<file path="config.mk">
export PLATFORM = sky130hd
export DESIGN_NAME = instr_encoder
export DESIGN_NICKNAME = d
export VERILOG_FILES = /design/src/rtl/instr_encoder.sv
export SDC_FILE = /design/constraint.sdc
export NUM_CORES = 1
export LEC_CHECK = 0
export BUFFER_PORTS_ARGS = -buffer_cell sky130_fd_sc_hd__buf_2
export CORE_ASPECT_RATIO = 1.2
export CORE_MARGIN = 8
export CORE_UTILIZATION = 54
export CTS_BUF_LIST = sky130_fd_sc_hd__clkbuf_2
export CTS_CLUSTER_DIAMETER = 30
export DETAILED_ROUTE_END_ITERATION = 12
export PLACE_DENSITY_LB_ADDON = 0.25
export SETUP_SLACK_MARGIN = 0.3
export SLEW_MARGIN = 20
export SYNTH_ARGS = -nofsm -noshare
export SYNTH_HDL_FRONTEND = slang
export SYNTH_SLANG_ARGS = --single-unit
</file>
<file path="constraint.sdc">
create_clock -name clk -period 2.1 [get_ports clk]
set_input_delay 0.105 -clock clk [delete_from_list [all_inputs] [get_ports clk]]
set_output_delay 0.105 -clock clk [all_outputs]
set_load 0.05 [all_outputs]
</file>
<file path="src/rtl/instr_encoder.sv">
// instr_encoder: encodes li/add/jump requests into 8-bit words and buffers
// them in a 4-entry FIFO.
// After a jump is accepted, new requests are held off until that jump has
// left the FIFO.
// Optional feature macro: INSTR_ENC_STATS_EN adds the issue_cnt output, a
// saturating count of delivered instructions.
module instr_encoder (
  input  logic       clk,
  input  logic       rst_n,
  input  logic       in_valid,
  output logic       in_ready,
  input  logic [1:0] in_op,
  input  logic [1:0] in_rd,
  input  logic [1:0] in_rs1,
  input  logic [1:0] in_rs2,
  input  logic [5:0] in_imm,
  output logic       out_valid,
  input  logic       out_ready,
  output logic [7:0] out_instr,
`ifdef INSTR_ENC_STATS_EN
  output logic [7:0] issue_cnt,
`endif
  output logic       err_illegal
);

  localparam logic [1:0] OP_LI   = 2'b00;
  localparam logic [1:0] OP_ADD  = 2'b01;
  localparam logic [1:0] OP_ILL  = 2'b10;
  localparam logic [1:0] OP_JUMP = 2'b11;

  typedef enum logic {RUN, JHOLD} state_t;

  state_t     state;
  logic [7:0] mem [4];
  logic [1:0] wr_ptr;
  logic [1:0] rd_ptr;
  logic [2:0] count;
  logic [7:0] enc_word;
  logic       accept;
  logic       push;
  logic       pop;

  // Ready depends only on registered state and occupancy.
  // A pop on a full FIFO therefore cannot free a slot in the same cycle.
  assign in_ready  = (state == RUN) && (count != 3'd4);
  assign accept    = in_valid && in_ready;
  assign push      = accept && (in_op != OP_ILL);
  assign out_valid = (count != 3'd0);
  assign pop       = out_valid && out_ready;
  assign out_instr = out_valid ? mem[rd_ptr] : 8'h00;

  // Build the instruction word from the request fields.
  always_comb begin
    enc_word = 8'h00;
    case (in_op)
      OP_LI:   enc_word = {2'b00, in_rd, in_imm[3:0]};
      OP_ADD:  enc_word = {2'b01, in_rd, in_rs1, in_rs2};
      OP_JUMP: enc_word = {2'b11, in_imm};
      default: enc_word = 8'h00;
    endcase
  end

  // Write accepted words into the FIFO storage.
  always_ff @(posedge clk or negedge rst_n) begin
    if (!rst_n) begin
      for (int i = 0; i < 4; i++) mem[i] <= 8'h00;
    end else if (push) begin
      mem[wr_ptr] <= enc_word;
    end
  end

  // Advance the FIFO pointers and occupancy.
  // A simultaneous push and pop leaves the count unchanged.
  always_ff @(posedge clk or negedge rst_n) begin
    if (!rst_n) begin
      wr_ptr <= 2'd0;
      rd_ptr <= 2'd0;
      count  <= 3'd0;
    end else begin
      if (push) wr_ptr <= wr_ptr + 2'd1;
      if (pop)  rd_ptr <= rd_ptr + 2'd1;
      count <= count + {2'b00, push} - {2'b00, pop};
    end
  end

  // RUN/JHOLD control plus the registered illegal-op pulse.
  // While in JHOLD nothing is pushed, so the jump is always the newest entry.
  // Popping the last entry in JHOLD is therefore popping the jump itself.
  always_ff @(posedge clk or negedge rst_n) begin
    if (!rst_n) begin
      state       <= RUN;
      err_illegal <= 1'b0;
    end else begin
      err_illegal <= accept && (in_op == OP_ILL);
      case (state)
        RUN:     if (accept && (in_op == OP_JUMP)) state <= JHOLD;
        JHOLD:   if (pop && (count == 3'd1)) state <= RUN;
        default: state <= RUN;
      endcase
    end
  end

`ifdef INSTR_ENC_STATS_EN
  // Count delivered instructions, saturating at 255.
  always_ff @(posedge clk or negedge rst_n) begin
    if (!rst_n) begin
      issue_cnt <= 8'd0;
    end else if (pop && (issue_cnt != 8'hFF)) begin
      issue_cnt <= issue_cnt + 8'd1;
    end
  end
`endif

endmodule

</file>
# --- Word level (Yosys, flattened, before mapping) ---
# Index checks and enable logic that the tools add are counted.
word_totals:
  word_cells: 46
  output_inout_bits: 11
  regBits: 41
classes:
  n_reduce_logical: 10
  add_sub_neg: 4
  order_cmp: 3
  bitwise: 3
  n_eq_ne: 6
  n_mux: 11
op_table:
  columns: ["cell", "n"]
  rows:
  - ["bitwise mux 32 bit", 1]
  - ["2-to-1 mux 8 bit", 4]
  - ["one-hot mux 8 bit (3 select lines)", 1]
  - ["binary-select mux 8 bit (select 2 bit)", 1]
  - ["demux 8 bit (select 2 bit)", 1]
  - ["logical AND 1 bit", 8]
  - ["greater-or-equal comparator 3 bit (second input constant)", 2]
  - ["NOT 2 -> 3 bit", 2]
  - ["adder 2 x 1 -> 2 bit (second input constant)", 2]
  - ["equality test 2 bit (second input constant)", 2]
  - ["adder 3 x 1 -> 3 bit", 1]
  - ["equality test 3 x 1 -> 1 bit (second input constant)", 1]
  - ["less-than comparator 3 x 1 -> 1 bit (second input constant)", 1]
  - ["inequality test 3 bit (second input constant)", 1]
  - ["nonzero test 3 bit", 1]
  - ["subtractor 3 x 1 -> 3 bit", 1]
  - ["equality test 2 x 1 -> 1 bit (second input constant)", 1]
  - ["zero test 2 bit", 1]
  - ["2-to-1 mux 1 bit", 2]
  - ["inequality test 2 bit (second input constant)", 1]
  - ["one-hot mux 1 bit (2 select lines)", 1]
  - ["NOT 1 bit", 1]

# --- Logic depth before layout (Yosys ltp) ---
# Gate-level depths: netlist of the first run.
depth:
  ltp_word: 6
  ltp_mapped: 11
  depth_no_buf: 9

# --- Least setup slack after synthesis of the first run ---
# No wires, ideal clock.
synth_timing:
  path_type: "reg2reg"
  start: "reg count[1]"
  end: "reg count[2]"
  path_stages_with_launch: 12
  arrival_time_ns: 2.191
  synth_period_minus_slack_ns: 2.314
  setup_ns: 0.123
  slack_ns: -0.214
  path_cell_list: "dfrtp_1 > or3b_1 > buf_6 > buf_6 > nand3_4 > ha_1 > inv_1 > ha_1 > inv_1 > fa_1 > xnor2_1 > xnor2_1"
synth_via:
  elab_chain_len: 6
  word_cells_on_any_way: 8
  cone_classes: "2 x add/sub; 1 x eq/ne; 5 x reduce/logical"
synth_rtl:
  columns: ["item", "line", "source"]
  rows:
  - ["start: declaration", "37", "logic [2:0] count;"]
  - ["start signal: assignment", "82", "count <= count + {2'b00, push} - {2'b00, pop};"]
  - ["inequality test 3 bit", "45", "assign in_ready = (state == RUN) && (count != 3'd4);"]
  - ["logical AND 1 bit", "45", null]
  - ["logical AND 1 bit", "46", "assign accept = in_valid && in_ready;"]
  - ["logical AND 1 bit", "47", "assign push = accept && (in_op != OP_ILL);"]
  - ["adder 3 x 1 -> 3 bit", "82", null]
  - ["subtractor 3 x 1 -> 3 bit (*)", "82", null]
# Mark *: on every way between the ends. The rest lies on a longest branch, timed or not.
# A chain may end at the register's enable or synchronous reset.

# --- Final worst setup path of the first run ---
layout_timing:
  start: "reg count[2]"
  end: "reg count[2]"
layout_via:
  word_cells_on_any_way: 8
  cone_classes: "2 x add/sub; 1 x eq/ne; 5 x reduce/logical"
layout_lines:
  columns: ["item", "line", "source"]
  rows:
  - ["nonzero test 3 bit", "48", "assign out_valid = (count != 3'd0);"]
  - ["logical AND 1 bit", "49", "assign pop = out_valid && out_ready;"]
  - ["named net pop", "41", "logic pop;"]
  - ["subtractor 3 x 1 -> 3 bit", "82", null]
# The timed path passes the listed nets, and every way through them passes these cells.

==> results of run 1 <==
## through the flow
step | setup WS, ns | util | total power [mW] | hold slack (ns) | setup TNS (ns)
floorplan | -0.1704 | - | 3.223 | -0.1906 | -0.2755
global placement | -0.07688 | 0.6227 | 3.672 | 0.2560 | -0.08876
detailed placement | -0.1474 | 0.6227 | 3.796 | 0.2754 | -0.2106
CTS | -0.06087 | 0.7181 | 5.063 | 0.1503 | -0.06087
global route | -0.1366 | 0.7331 | 5.451 | 0.1475 | -0.1366
finish | -0.05233 | 0.7331 | 5.174 | 0.1727 | -0.05233
## worst reg2reg max path, cell delays in order, from the launching register on
cell and delay (ns):
dfrtp_1 0.43, or3_4 0.41, and2_4 0.18, ha_4 0.23
inv_2 0.06, ha_4 0.11, inv_2 0.03, fa_2 0.34
xnor2_2 0.18, xnor2_1 0.13
## final cells by class
type                       count  area (um^2)
clock buffer                   6        30.03
clock inverter                 2        33.78
fill                         244         1044
inverter                       7        26.28
multi-input combinational    102         1247
sequential                    41         1027
tap                           54        67.56
timing repair buffer          51        434.2
## state kept, by name, indices dropped and copies added (netlist names)
register,count
count,3
err_illegal,1
mem,32
rd_ptr,2
state,1
wr_ptr,2
## layout by cell type (no fill, tap or decap), types with 2 or more instances in the layout
master,count
nor2_1,3
a21oi_1,4
buf_8,8
dlygate4sd3_1,3
inv_2,3
a41oi_1,3
xnor2_1,3
mux2_4,24
buf_4,15
clkbuf_2,6
ha_1,4
mux4_2,8
mux2_2,4
ha_4,2
inv_1,4
buf_2,19
and2_4,10
a22o_1,9
nand4_4,4
nand3_1,8
o21ai_0,2
dfrtp_1,40
buf_6,5
## report_power, final
group | switching [mW] | internal (mW)
Sequential | 0.277 | 1.17
Combinational | 1.54 | 1.74
Clock | 0.246 | 0.203
Total | 2.06 | 3.12
## what timing repair did
action                                  4_1_cts  5_1_grt
hold endpoints to repair                     43        0
endpoints found under the setup margin       35       39
pin swaps                                    14        8
gates resized for setup                      70        7
hold buffers                                  3        0
setup buffers                                 4        4
## metal layers
layer	part of all wire	up-vias
met1	0.41	811
met4	0.013	0
met2	0.54	39
met5	0	-
li1	-	682
met3	0.040	8
## worst min-delay path by stage
stage               slack [ns]       from  cells past startpoint  endpoint
CTS                       0.15  in_imm[2]                      3   mem[18]
global route              0.15  in_imm[2]                      3   mem[18]
floorplan                -0.19      rst_n                      0  count[0]
detailed placement        0.28      rst_n                      1   mem[20]
finish                    0.17  in_imm[2]                      3   mem[26]
global placement          0.26      rst_n                      1   mem[20]
## cell families (layout without fill, tap and decap cells)
kind of cell | Yosys count | count (layout) | synth area share
multiplexers | 37 | 37 | 0.2333
XOR/XNOR | 5 | 5 | 0.02016
AND/OR/NAND/NOR | 34 | 34 | 0.1233
flip-flops | 41 | 41 | 0.4723
AO/OA/AOI/OAI | 19 | 19 | 0.06625
adder cells (fa/ha/maj) | 7 | 7 | 0.04378
buffers and inverters | 15 | 66 | 0.04090
==> flow_metrics.tcl, run 1 <==
set metrics [dict create \
    max_slew_margin 0.4059 \
    period_minus_slack_ns 2.152 \
    ys_warn_count 0 \
    drc 0 \
    rsz0062_at_grt "true" \
    reg2regPathDepth 9 \
    fin_crit_sh 1.025 \
    final_cells 263 \
    synth_common_cells "41 x dfrtp_1, 28 x mux2_2, 9 x a22o_1, 9 x and2_1" \
    crit_start "count[2]" \
    critical_path_peak_fanout 2 \
    timing_max_transition_violations_final 0 \
    io_pins 29 \
    ir_worst_vdd_mv 0.8743 \
    grt_pass1_vias 1638 \
    synth_area_um2 2172 \
    core-area_um2 3910 \
    wl_um 5160 \
    worstMarginPinSlew_ns 0.8912 \
    async_flop_share 1.000 \
    crit_cells 9 \
    syn_avg_cell_area_um2 13.75 \
    finClkSkew_ns 0.02087 \
    violations "negative setup slack" \
    placed_area_um2 2435 \
    die_w_um 73.90 \
    track_usage 0.1762 \
    hold_viol_final 0 \
    yosys_register_bits 41 \
    cp-start-kind "flip-flop" \
    io_buffers 28 \
    cp_data_arrival_time_ns 2.48 \
    vias 1540 \
    p_leak_nw 1.357 \
    cts_tree "built" \
    dp_cells 244 \
    rows 25 \
    routabilityCongestion 0.7394 \
    synth_edf_count 0 \
    cts_root_buf "clkbuf_2" \
    areaGrowthSynthToFinish_pct 31.97 \
    grt_util_met1 0.2093 \
    setup_viol 1 \
    drtIter0Drc 55 \
    cts.clk_slew.worst_paths_ns 0.20 \
    diodes 0 \
    numCtsBuffers 5 \
    dieArea_um2 6316 \
    crit_end "count[2]" \
    layout-drive-gt1-share 0.5742 \
    worstReg2RegStart "count[2]" \
    hold_class "in2reg" \
    setup_slack_ns -0.05233 \
    antenna_found_initial 0 \
    yosys-top-cells-area "dfrtp_1 47%, mux2_2 15%, mux4_2 8.3%, a22o_1 3.6%, ha_1 3.5%" \
    dpl.hpwl_um 3412 \
    rrSetupSlack_ns -0.05 \
    clk_latency_ns 0.39 \
    busiest_layer "met2" \
    overflow 0 \
    path_delay_family "adder cells" \
    synth-seq-area-share 0.4724 \
    avgViaCountPerCell 5.856 \
    first_pass_iters 4 \
    dieHeight_um 85.48 \
    p_per_area_nw_per_um2 1805 \
    grtUsageMet2 0.3037 \
    yosysTopAreaCell "dfrtp_1" \
    met3_usage 0.03774 \
    grt_pass1_wl_um 8431 \
    reg2reg_to "count[2]" \
    final_nets 233 \
    cp-end-kind "flip-flop" \
    cp_slowest_cell "dfrtp_1" \
    initial_utilization 0.5555 \
    clock-sinks 41 \
    cpPeakStageDelay_ns 0.43 \
    synth_cell_types 30 \
    fmax_ghz 0.4646 \
    cp.required_ns 2.43 \
    drv_cap 0 \
    synthCells 158 \
    ys.flop_type "dfrtp_1" \
    path_class "reg2reg" \
    routedWlPerCell_um 19.62 \
    path_buf_inv 2 \
    grt_start_max_net_pins 42 \
    fin_area_um2 2867 \
    yosysMostFrequentCell "dfrtp_1" \
    syn_nets 183 \
    synth_top_area_share 0.4724 \
    crit_chain "or3_4 -> and2_4 -> ha_4 -> inv_2 -> ha_4 -> inv_2 -> fa_2 -> xnor2_2 -> xnor2_1" \
    drtAntennaViolNets 0 \
    status "complete, but fails checks" \
    h-tree-depth 2 \
    cts.path.max_buffers 2 \
]
Power figures use the tool's default switching activity.
==> run 2: changes to the inputs <==
--- a/config.mk
+++ b/config.mk
@@ -6,12 +6,13 @@
 export NUM_CORES = 1
 export LEC_CHECK = 0
-export BUFFER_PORTS_ARGS = -buffer_cell sky130_fd_sc_hd__buf_2
 export CORE_ASPECT_RATIO = 1.2
 export CORE_MARGIN = 8
-export CORE_UTILIZATION = 54
+export CORE_UTILIZATION = 59
 export CTS_BUF_LIST = sky130_fd_sc_hd__clkbuf_2
 export CTS_CLUSTER_DIAMETER = 30
 export DETAILED_ROUTE_END_ITERATION = 12
+export DONT_BUFFER_PORTS = 1
 export PLACE_DENSITY_LB_ADDON = 0.25
+export RECOVER_POWER = 50
 export SETUP_SLACK_MARGIN = 0.3
 export SLEW_MARGIN = 20
==> constraint.sdc (replaced) <==
create_clock -name clk -period 2.1 [get_ports clk]
set_input_delay 0.105 -clock clk [delete_from_list [all_inputs] [get_ports clk]]
set_output_delay 0.105 -clock clk [all_outputs]
set_load 0.1 [all_outputs]
==> run 2 against run 1 <==
  * The run still ends with negative setup slack left
  * Flip-flop and latch count unchanged
  * Clock skew shrank 0.0058 ns
  * Global-route usage increased by 0.45 points
  * Clock-buffer cell count stayed put
  * Routed wire length grew 1.5%
==> flow_metrics.tcl, run 2 (synthesized netlist as in run 1, its figures left out) <==
set metrics [dict create \
    max_slew_margin 0.3391 \
    dp_cells 200 \
    clock-sinks 41 \
    timing_max_transition_violations_final 0 \
    drc 0 \
    cp-end-kind "flip-flop" \
    core-area_um2 3573 \
    drtIter0Drc 72 \
    grt_pass1_wl_um 8093 \
    final_common_cell "dfrtp_1" \
    h-tree-depth 2 \
    fin_crit_sh 1.037 \
    initial_utilization 0.6078 \
    antenna_found_initial 0 \
    areaGrowthSynthToFinish_pct 24.42 \
    drv_cap 0 \
    layout.area.seq_um2 1028 \
    fmax_ghz 0.4592 \
    final_nets 211 \
    most-common-layout-cells "39 x dfrtp_1, 18 x mux2_4, 11 x buf_4" \
    dieArea_um2 5887 \
    cp-start-kind "flip-flop" \
    io_buffers 0 \
    violations "negative setup slack" \
    first_pass_iters 4 \
    final_cells 225 \
    dpl.hpwl_um 3312 \
    rsz0062_at_grt "true" \
    worstMarginPinSlew_ns 0.9914 \
    cp.required_ns 2.43 \
    cts_tree "built" \
    reg_top3 "mem: 32 flops, count: 3 flops" \
    path_class "reg2reg" \
    diodes 0 \
    dieHeight_um 82.47 \
    fin_area_um2 2703 \
    fillCellCount 197 \
    rows 24 \
    period_minus_slack_ns 2.178 \
    hold_slack_ns 0.05534 \
    hold_class "in2reg" \
    avgViaCountPerCell 6.404 \
    finClkSkew_ns 0.01504 \
    numCtsBuffers 5 \
    setup_viol 1 \
    cp_data_arrival_time_ns 2.51 \
    routedWlPerCell_um 23.28 \
    layout-drive-gt1-share 0.5484 \
    largest_register "mem" \
    hold_viol_final 0 \
    wl_um 5237 \
    track_usage 0.1807 \
    critical_path_peak_fanout 2 \
    dp_slack_ns -0.1729 \
    drtAntennaViolNets 0 \
    overflow 0 \
    vias 1441 \
    cts.path.max_buffers 2 \
    die_w_um 71.39 \
    grt_pass1_vias 1562 \
    status "complete, but fails checks" \
    cts_root_buf "clkbuf_2" \
    routabilityCongestion 0.7292 \
    placed_area_um2 2297 \
    multi_input_area_um2 1242 \
    setup_slack_ns -0.07769 \
    grt_start_max_net_pins 42 \
    cts.clk_slew.worst_paths_ns 0.19 \
    largest_reg_flops 32 \
    clk_latency_ns 0.40 \
    io_pins 29 \
]
## run 2: changes by cell type in the layout (fill, tap and decap cells not counted), moves of 3 or more
cell and change:
mux2_2 +6, a41oi_2 +3, buf_4 -4, dlygate4sd3_1 +3
a41oi_1 -3, buf_2 -19, buf_8 -6, mux2_4 -6
## run 2: layout make-up
| type | count | share of cell area |
|---|---|---|
| tap | 39 | 0.01806 |
| clock inverter | 1 | 0.001852 |
| timing repair buffer | 29 | 0.1190 |
| clock buffer | 6 | 0.01111 |
| sequential | 41 | 0.3806 |
| inverter | 7 | 0.009722 |
| multi-input combinational | 102 | 0.4597 |
## run 2: timing repair
item,CTS,global route
gates resized for setup,29,22
pin swaps,6,14
hold buffers,7,0
setup endpoints to repair,34,34
buffers inserted,4,6
hold endpoints to repair,50,0
gates cloned,1,0
## run 2: worst max-delay path, stage by stage, from the launching register on
cell and delay, ns:
dfrtp_1 0.44, buf_6 0.13, or3b_4 0.39, nand3_4 0.09, ha_4 0.20, inv_2 0.06
ha_4 0.12, inv_2 0.03, fa_2 0.35, xnor2_2 0.18, xnor2_1 0.13
## run 2: final timing paths
kind	startpoint	to	slack [ns]	depth (start not counted)
setup / recovery	count[0]	count[2]	-0.08	10
hold / removal	in_op[0]	mem[30]	0.06	2
setup reg to reg	count[0]	count[2]	-0.08	10
hold reg to reg	mem[30]	mem[30]	0.54	1
max in group asynchronous	rst_n	count[1]	1.04	2
min in group asynchronous	rst_n	mem[21]	0.39	2
## run 2: routing by layer
layer	share of wire	wire [um]	GRT usage	vias up
li1	-	-	-	638
met1	0.40	2088	0.1956	755
met2	0.54	2816	0.3330	42
met3	0.054	283	0.05435	6
met4	0.0092	48	0.05625	0
met5	0	0	0	-
## run 2: through the flow
stage               setup TNS [ns]    util
floorplan                  -0.2981       -
global placement           -0.1032  0.6429
detailed placement         -0.2427  0.6429
CTS                       -0.07358  0.7199
global route               -0.1762  0.7563
finish                    -0.07769  0.7563
Power of run 2 is left out: the tool's default activity adds up to more than one toggle a clock period on the data nets, which glitch-free logic cannot reach.
